**config.mk**
```make
export PLATFORM = sky130hd
export DESIGN_NAME = multi_run_counter
export DESIGN_NICKNAME = d
export VERILOG_FILES = /design/src/rtl/multi_run_counter.sv
export SDC_FILE = /design/constraint.sdc
export NUM_CORES = 1
export LEC_CHECK = 0
export CAP_MARGIN = 20
export CORE_AREA = 2 2 159 161
export CTS_CLUSTER_DIAMETER = 80
export DETAILED_ROUTE_END_ITERATION = 8
export DIE_AREA = 0 0 161 163
export PLACE_DENSITY = 0.78
export REMOVE_ABC_BUFFERS = 1
export SYNTH_ARGS = -nofsm -noshare
export SYNTH_HDL_FRONTEND = slang
export SYNTH_SLANG_ARGS = --single-unit
export TNS_END_PERCENT = 20
```
**constraint.sdc**
```tcl
create_clock -name clk -period 2.7 [get_ports clk]
set_input_delay 0.54 -clock clk [delete_from_list [all_inputs] [get_ports clk]]
set_output_delay 0.54 -clock clk [all_outputs]
set_load 0.02 [all_outputs]
```
**src/rtl/multi_run_counter.sv**
```systemverilog
// Bank of NCH independent run counters with per-channel terminal value and mode (wrap/saturate/one-shot).
// Optional shared advance prescaler is built only when RUN_CTR_PRESCALE_EN is defined.
module multi_run_counter #(
  parameter int NCH      = 4,
  parameter int WIDTH    = 32,
  parameter int PRESCALE = 4
) (
  input  logic                 clk,
  input  logic                 reset,
  input  logic [NCH-1:0]       ch_en,
  input  logic [NCH-1:0]       ch_load,
  input  logic [NCH*WIDTH-1:0] load_val,
  input  logic [NCH*WIDTH-1:0] term_val,
  input  logic [2*NCH-1:0]     mode,
  output logic [NCH*WIDTH-1:0] count,
  output logic [NCH-1:0]       tc_pulse,
  output logic [NCH-1:0]       done,
  output logic                 all_done
);

  typedef enum logic [1:0] {
    ST_RUN  = 2'd0,
    ST_SAT  = 2'd1,
    ST_STOP = 2'd2
  } ch_state_e;

  localparam logic [1:0] MODE_SAT  = 2'b01;
  localparam logic [1:0] MODE_ONES = 2'b10;

  // Per-channel state is kept as a named array so checkers can bind to it.
  ch_state_e        ch_state   [NCH];
  ch_state_e        ch_state_d [NCH];
  logic [WIDTH-1:0] count_q    [NCH];
  logic [WIDTH-1:0] count_d    [NCH];
  logic [NCH-1:0]   done_q, done_d;
  logic [NCH-1:0]   tc_q, tc_d;
  logic             tick;

`ifdef RUN_CTR_PRESCALE_EN
  localparam int PW = (PRESCALE > 1) ? $clog2(PRESCALE) : 1;
  localparam logic [PW-1:0] PRE_LAST = PW'(PRESCALE - 1);

  logic [PW-1:0] pre_q;

  always_ff @(posedge clk) begin
    if (reset) begin
      pre_q <= '0;
    end else if (pre_q == PRE_LAST) begin
      pre_q <= '0;
    end else begin
      pre_q <= pre_q + PW'(1);
    end
  end

  assign tick = (pre_q == PRE_LAST);
`else
  assign tick = 1'b1;
`endif

  // State register: channel FSMs and datapath share one clocked process.
  always_ff @(posedge clk) begin
    if (reset) begin
      for (int i = 0; i < NCH; i++) begin
        ch_state[i] <= ST_RUN;
        count_q[i]  <= '0;
      end
      done_q <= '0;
      tc_q   <= '0;
    end else begin
      for (int i = 0; i < NCH; i++) begin
        ch_state[i] <= ch_state_d[i];
        count_q[i]  <= count_d[i];
      end
      done_q <= done_d;
      tc_q   <= tc_d;
    end
  end

  // Next-state logic: load beats advance; an advance at the terminal value is the terminal event.
  always_comb begin
    done_d = done_q;
    tc_d   = '0;
    for (int i = 0; i < NCH; i++) begin
      ch_state_d[i] = ch_state[i];
      count_d[i]    = count_q[i];
      if (ch_load[i]) begin
        count_d[i]    = load_val[i*WIDTH +: WIDTH];
        ch_state_d[i] = ST_RUN;
        done_d[i]     = 1'b0;
      end else if (ch_en[i] && tick && (ch_state[i] == ST_RUN)) begin
        if (count_q[i] == term_val[i*WIDTH +: WIDTH]) begin
          tc_d[i]   = 1'b1;
          done_d[i] = 1'b1;
          case (mode[i*2 +: 2])
            MODE_SAT:  ch_state_d[i] = ST_SAT;
            MODE_ONES: ch_state_d[i] = ST_STOP;
            default:   count_d[i]    = '0;
          endcase
        end else begin
          count_d[i] = count_q[i] + WIDTH'(1);
        end
      end
    end
  end

  // Output logic: pack per-channel registers onto the flat ports.
  always_comb begin
    count = '0;
    for (int i = 0; i < NCH; i++) begin
      count[i*WIDTH +: WIDTH] = count_q[i];
    end
    tc_pulse = tc_q;
    done     = done_q;
    all_done = &done_q;
  end

endmodule

```
After elaboration in Yosys (flattened, before gate mapping) --
Memory sizes are Yosys's and may differ from the RTL's. Cells that the tools add are included.
Storage, ports and cells: register bits after elaboration 8, latch bits 0, bits in writable memories 136, ROM bits 0, bits of input ports 274, output and inout bits 137, logic and storage cells 110, memories kept 2
Memories:
- count_q | depth 4, bits a word 32, rd ports 4, clocked after memory_dff 0, wr ports 4, RTL line 33 | logic [WIDTH-1:0] count_q [NCH];
- ch_state | depth 4, bits a word 2, rd ports 4, clocked after memory_dff 0, wr ports 4, RTL line 31 | ch_state_e ch_state [NCH];
Operators by class: $add $sub $neg 4, $mul 0, div/mod/pow operators 0, magnitude comparators 0, equal/unequal tests 12, shift-type cells 0, mux-type cells 47, bitwise logic cells 12, reduce and logical (&&, ||, !) cells 25
Operators with widths (count):
- $mux 32 | 20
- $add 32x1->32 const B | 4
- $eq 32x32->1 | 4
- $mux 2 | 16
- $pmux 2 s2 | 4
- $reduce_or 2->1 | 8
- $reduce_or 3->1 | 4
- $eq 2x1->1 const B | 4
- $eq 2x2->1 const B | 4
- $logic_not 2->1 | 4
- $or 1x1->1 | 8
- $reduce_and 2->1 | 4
- $mux 1 | 7
- $logic_and 1x1->1 | 4
- $not 1->1 | 4
- $reduce_and 4->1 | 1

Longest topological paths before layout --
Gate-level depths: netlist of the first run.
depth after elaboration 7, gate-level depth with buffers 10, gate-level depth less buffers 8

Least setup slack after synthesis of the first run --
No wires, ideal clock.
kind register to register, from mem count_q[3][0], to mem count_q[3][22], setup time 0.132 ns, arrival 2.363 ns, data required time 2.568 ns, slack 0.205 ns, stages on the path, launching flop included 9, buffers on the path 0, clock period less this slack 2.495 ns, cells stage by stage dfxtp_1 > ha_1 > nand4_2 > or3_4 > nor4_4 > nand3_1 > mux2_1 > a221oi_2 > nor3_1
RTL lines (RTL line):
- start: declaration | 33

==> run metrics, run 1 <==
cell at the root of the clock tree clkbuf_16; Multi-input gate area 6910 sq um; worst-case clock buffer depth 2; power per cell area 414 nW/um^2; cell type of the slowest stage on the worst timing path or4_1; core area 24700 sq um; level count of the clock H-tree 4; drt first pass iters 5; share of total power in sequential cells 36.9%; path class of the lowest-slack min-delay path flip-flop to flip-flop; final worst path period need 2.51 ns; number of top-level design ports 411; FF+latch count, synth 144; largest net degree at the start of global routing 58; number of nets in the layout 2104; Hold Crit Start ch_state[3][0]$_SDFFE_PP0P_; Worst setup EP type flip-flop; clock latency reported for the late side of the worst-skew pair 0.43 ns; setup repair after global routing missed its margin false; final routed wire length divided by cell count 19.3 um; aggregate global-route resource usage 30.8%; CTS buffer count 17; Final Wtd Congestion 0.966; wirelength, routed 41.8 mm; ranking of synthesized cells by area dfxtp_1, xor2_1, nand2_1, a21oi_1, nor3_1; Final Max Slew Viols 0; TritonCTS clock tree yes; cell internal power dissipation 4.53 mW; switching portion of total power 32.0%; placed standard-cell area 15500 sq um; post-synthesis instance area 10300 sq um; clock-pin slew on the worst setup and hold paths 0.07 ns; Hold Path Cell Cnt 1; number of instances in the synthesized netlist 1360; area enclosed by the die boundary 26200 sq um; worst path setup slack after routing 0.189 ns; leakage power 5.96 nW; relative area change from synthesis to final layout 56.3%; Fin. Hold Viols 0; via count of the first global-routing pass 12100; worst-case reg-to-reg path depth 8; sequential fraction of the synthesis area 28.0%; vias per inst 5.88; number of distinct library cells after synthesis 75; global-route wire length before repair 64.9 mm; final cycle utilization of the critical path 93.0%; Post-synth top flop dfxtp_1; worst-case headroom to the max-slew limit 38.8%; Net Switching 2.14 mW; overall power of the completed layout 6.67 mW; Synth area leader dfxtp_1; worst setup path category flip-flop to flip-flop; remaining global-route overflow 0; end point of the most critical hold path ch_state[3][0]$_SDFFE_PP0P_; Least-Margin Pin Slew 0.914 ns; worst path cell trace ha_1, nand3_1, or4_1, or2_1, nor4_2, xnor2_1, a221oi_2, a211oi_1; largest stage delay on the critical path 0.60 ns; antenna viol nets, final 0; achievable clock frequency 398 MHz; final core utilization 65.3%; placed cell count 2133; PortBufs 410; drt first-iter violations 1174; Max IR drop VDD 384 uV; setup_tns 0 ns; maxcap violations 0; number of synthesized flops with an enable pin 0; status complete, no violations; endpoint of the worst-slack reg-to-reg timing path count_q[0][30]$_SDFFE_PP0P_; required time at the worst-slack endpoint 2.99 ns; reg2reg start count_q[0][1]$_SDFFE_PP0P_; cell area after layout 16100 sq um; Vert. Die Dim 163 um; Horiz. Die Dim 161 um; top library cells by usage in the layout, fill and taps aside clkdlybuf4s50_1, dfxtp_1, nand2_1, buf_4, xor2_1; share of Yosys cell area claimed by the top area cell type 28.0%; number of standard cells in the final layout excluding fillers 2166; starting density of the core 41.8%; Register Area 2880 sq um; power share of the combinational group 27.5%; antenna violations before repair 1; worst hold margin 0.473 ns; post-synthesis average cell area 7.58 sq um; proportion of layout cells with a drive suffix above 1 10.7%; pre-CTS worst setup slack -0.354 ns; Cell Rows 58; Crit path arrival time 2.80 ns; share of synthesized flip-flops with an asynchronous set or reset 0%; clock power share 35.6%; register-to-register path setup slack 0.19 ns; number of sinks driven by the clock tree 144; total via count in the routed design 12700; Final setup violation count 0; maximum clock skew at final layout 0.0117 ns; Post-DP HPWL 32.3 mm; warning count from the yosys run 0; critical path peak fanout 6; leading cell type in the layout, fill and taps excluded clkdlybuf4s50_1; CP Launch Type flip-flop; count of fill cells added during filler insertion 2110; remaining design rule violation count 0
[power by group through the flow]
stage	clock, mW	combinational, mW	sequential [mW]
floorplan	0	0.558	2.62
global placement	0	1.79	2.50
detailed placement	0	1.81	2.50
CTS	2.40	1.82	2.45
global route	2.50	1.96	2.48
finish	2.37	1.84	2.46
[layer usage]
metal	vias up	wire (um)	track usage (%)
met4	0	1810	13.7
met2	710	19700	50.2
met5	-	0	0
met3	120	3600	5.98
met1	5937	16700	39.7
li1	5974	-	-
[how the worst max path moves through the flow]
stage,slack [ns],from,endpoint,cells after the start
global placement,-0.24,term_val[76],count_q[2][0]$_SDFFE_PP0P_,9
global route,0.006,count_q[0][1]$_SDFFE_PP0P_,count_q[0][26]$_SDFFE_PP0P_,10
CTS,0.09,term_val[76],count_q[2][24]$_SDFFE_PP0P_,9
floorplan,-0.77,term_val[24],count_q[0][12]$_SDFFE_PP0P_,6
finish,0.19,count_q[0][1]$_SDFFE_PP0P_,count_q[0][30]$_SDFFE_PP0P_,8
detailed placement,-0.35,term_val[76],count_q[2][31]$_SDFFE_PP0P_,9
[worst max-delay path: cells and delay by family (launching register included)]
| family | cells | cell delay, ns |
|---|---|---|
| adder cells (fa/ha/maj) | 1 | 0.24 |
| AO/OA/AOI/OAI | 2 | 0.30 |
| flip-flops | 1 | 0.44 |
| AND/OR/NAND/NOR | 4 | 1.27 |
| XOR/XNOR | 1 | 0.11 |
[what timing repair did]
action / in CTS / in global routing
resized for setup: 0 / 4
hold buffers: 0 / 0
endpoints found under the setup margin: 0 / 13
buffers inserted: 0 / 0
[cells by family (layout without fill, tap and decap cells)]
group | Yosys count | after routing | synth area share, %
AO/OA/AOI/OAI | 356 | 356 | 24.1
multiplexers | 3 | 3 | 0.316
buffers and inverters | 135 | 610 | 5.46
XOR/XNOR | 151 | 151 | 12.8
AND/OR/NAND/NOR | 563 | 563 | 28.3
adder cells (fa/ha/maj) | 8 | 8 | 0.971
other | 0 | 1 | 0
flip-flops | 144 | 144 | 28.0
[layout make-up]
| class | count | area share (%) |
|---|---|---|
| Inverter | 39 | 0.909 |
| Clock inverter | 15 | 0.925 |
| Tap cell | 330 | 2.56 |
| Sequential cell | 144 | 17.9 |
| Multi-Input combinational cell | 1081 | 42.9 |
| Timing Repair Buffer | 539 | 32.1 |
| Clock buffer | 17 | 2.64 |
| Antenna cell | 1 | 0.0155 |
[cells in the mapped netlist (18+ instances only)]
library cell  number
o22ai_1           29
a21oi_1           95
clkbuf_1          67
dfxtp_1          144
nand3_1           62
nor4_1            34
a22oi_1           28
xor2_1           107
nor3_1            87
o21ai_0           42
a221oi_1          42
xnor2_1           44
nor2_1            92
nand2_1          136
o32ai_1           18
nand4_1           40
inv_1             39
buf_2             24
o31ai_1           18
nand2b_1          24
[registers in the layout, indices dropped and copies added, names as in the netlist]
name      count
ch_state      8
tc_pulse      4
done          4
count_q     128
Power figures use the tool's default switching activity.
==> inputs of run 2 (changes only) <==
Settings changed: CORE_AREA 2 2 159 161 to unset, CORE_MARGIN set to 8, CORE_UTILIZATION set to 45, DIE_AREA 0 0 161 163 to unset, PLACE_DENSITY 0.78 to 0.83.
==> run 2 against run 1 <==
Compared with the run above: final cell count fell by 2.0%; critical path depth rose by 1; critical path type is now input pin to flip-flop; global-route usage barely moved; first-iteration DRC count rose by 16%.
==> run metrics, run 2 (synthesized netlist as in run 1, its figures left out) <==
cell internal power dissipation 4.85 mW (+6.9%); antenna violations before repair 6 (+5); achievable clock frequency 379 MHz (-4.7%); Fin. Hold Viols 0 (unchanged); vias per inst 6.10 (+3.8%); top library cells by usage in the layout, fill and taps aside clkdlybuf4s50_1, dfxtp_1, nand2_1, buf_4, xor2_1; Post-DP HPWL 35.1 mm (+8.9%); WP depth 9 (+1); remaining design rule violation count 0 (unchanged); number of nets in the layout 2100 (-0.19%); drt first-iter violations 1364 (+16%); critical path peak fanout 6 (unchanged); wirelength, routed 45.4 mm (+8.7%); placed cell count 2084 (-2.3%); required time at the worst-slack endpoint 3.01 ns (+0.02 ns); Final Max Slew Viols 0 (unchanged); worst-case headroom to the max-slew limit 56.0% (+17 points); cell area after layout 16100 sq um (about the same); Post-CTS Setup Inserts 0 (unchanged); Net Switching 2.05 mW (-4.1%); maxcap violations 0 (unchanged); share of total power in sequential cells 35.8% (-1.1 points); cell type of the slowest stage on the worst timing path clkdlybuf4s50_1; Horiz. Die Dim 167 um (+3.9%); max FFs per register 128 (unchanged); TritonCTS clock tree yes; largest stage delay on the critical path 0.41 ns (-0.19 ns); proportion of layout cells with a drive suffix above 1 10.4% (-0.30 points); number of top-level design ports 411 (unchanged); level count of the clock H-tree 4 (unchanged); Cell Rows 55 (-5.2%); core area 22600 sq um (-8.5%); cell at the root of the clock tree clkbuf_16; reg2reg start count_q[3][25]$_SDFFE_PP0P_; aggregate global-route resource usage 30.8% (about the same); PortBufs 410 (unchanged); worst-case reg-to-reg path depth 8 (unchanged); path class of the lowest-slack min-delay path input pin to flip-flop; Worst setup EP type flip-flop; CP Launch Type input pin; crit-path most repeated cell buf_4; antenna viol nets, final 0 (unchanged); placed standard-cell area 15400 sq um (-0.56%); clock power share 37.6% (+2.0 points); maximum clock skew at final layout 0.0102 ns (-0.00147 ns); Least-Margin Pin Slew 0.660 ns (-0.254 ns); setup_tns 0 ns (unchanged); worst-case clock buffer depth 2 (unchanged); global-route wire length before repair 71.0 mm (+9.3%); power share of the combinational group 26.6% (-0.9 points); final routed wire length divided by cell count 21.4 um (+11%); Final setup violation count 0 (unchanged); Hold Crit Start reset; largest net degree at the start of global routing 92 (+59%); worst path cell trace clkdlybuf4s50_1, xor2_1, nor4_1, nand4_1, buf_4, o31ai_4, buf_4, a21oi_1, a221oi_1; end point of the most critical hold path count_q[1][29]$_SDFFE_PP0P_; status complete, no violations; switching portion of total power 29.7% (-2.3 points); Buf+Inv Stages, Crit Path 3 (+3); remaining global-route overflow 0 (unchanged); clock-pin slew on the worst setup and hold paths 0.06 ns (about the same); number of standard cells in the final layout excluding fillers 2122 (-2.0%); Final Wtd Congestion 0.966 (about the same); starting density of the core 45.7% (+3.9 points); family with the most delay on the worst path buffers and inverters; final cycle utilization of the critical path 97.6% (+4.6 points); power per cell area 428 nW/um^2 (+3.4%); via count of the first global-routing pass 12800 (+5.8%); final worst path period need 2.64 ns (+0.124 ns); number of sinks driven by the clock tree 144 (unchanged); total via count in the routed design 13000 (+1.7%); worst setup path category input pin to flip-flop; top register by number of flip-flops count_q; Crit path arrival time 2.94 ns (+0.14 ns); overall power of the completed layout 6.89 mW (+3.4%); Hold Path Cell Cnt 2 (+1); leakage power 5.97 nW (+0.16%); clock latency reported for the late side of the worst-skew pair 0.42 ns (about the same); drt first pass iters 6 (+1); relative area change from synthesis to final layout 56.1% (about the same); Vert. Die Dim 167 um (+2.7%); area enclosed by the die boundary 28000 sq um (+6.7%); register-to-register path setup slack 0.08 ns (-0.11 ns); leading cell type in the layout, fill and taps excluded clkdlybuf4s50_1; CTS buffer count 17 (unchanged); Max IR drop VDD 370 uV (-3.5%); Top Registers count_q (128), ch_state (8); endpoint of the worst-slack reg-to-reg timing path count_q[3][21]$_SDFFE_PP0P_
run 2: worst max-delay path by stage:
| stage | from | end | slack, ns |
|---|---|---|---|
| floorplan | term_val[24] | count_q[0][12]$_SDFFE_PP0P_ | -0.77 |
| global placement | term_val[114] | count_q[3][6]$_SDFFE_PP0P_ | -0.14 |
| detailed placement | term_val[69] | count_q[2][31]$_SDFFE_PP0P_ | -0.30 |
| CTS | term_val[69] | count_q[2][31]$_SDFFE_PP0P_ | 0.13 |
| global route | count_q[3][25]$_SDFFE_PP0P_ | count_q[3][11]$_SDFFE_PP0P_ | -0.01 |
| finish | term_val[113] | count_q[3][21]$_SDFFE_PP0P_ | 0.06 |
run 2: layer usage:
metal | share of wire, % | vias up | global-route usage, %
met3 | 9.8 | 134 | 7.22
met2 | 47 | 837 | 50.9
li1 | - | 5967 | -
met5 | 0 | - | 0
met1 | 38 | 6016 | 36.7
met4 | 4.7 | 0 | 16.5
run 2: per-stage QoR:
stage / setup WS (ns) / hold WS, ns / utilization, %
final: 0.0644 / 0.407 / 71.3
after global placement: -0.138 / 0.449 / 68.3
after floorplan: -0.766 / 0.441 / -
after CTS: 0.130 / 0.391 / 71.1
after detailed placement: -0.303 / 0.458 / 68.3
after global routing: -0.0144 / 0.391 / 71.3
run 2: area by class of cell:
type,instances,area [sq um]
multi-input combinational,1081,6920
timing repair buffer,535,5130
clock inverter,9,155
tap,285,357
fill,1771,6480
inverter,39,146
sequential,144,2880
clock buffer,23,478
antenna,6,15.0
run 2: power groups by stage:
stage	registers [mW]	clock network [mW]	logic, mW
floorplan	2.62	0	0.558
global placement	2.50	0	1.78
detailed placement	2.51	0	1.80
CTS	2.46	2.61	1.81
global route	2.49	2.71	1.95
finish	2.47	2.59	1.83
run 2: timing repair:
item	in CTS	in global routing
resized for setup	0	6
endpoints found under the setup margin	0	21
hold buffers	0	0
==> inputs of run 3 (changes only) <==
Settings changed: SLEW_MARGIN set to 0, TNS_END_PERCENT 20 to 50.
==> results of run 3 <==
Same layout as run 2: the final DEF is identical, and so are final timing and power.
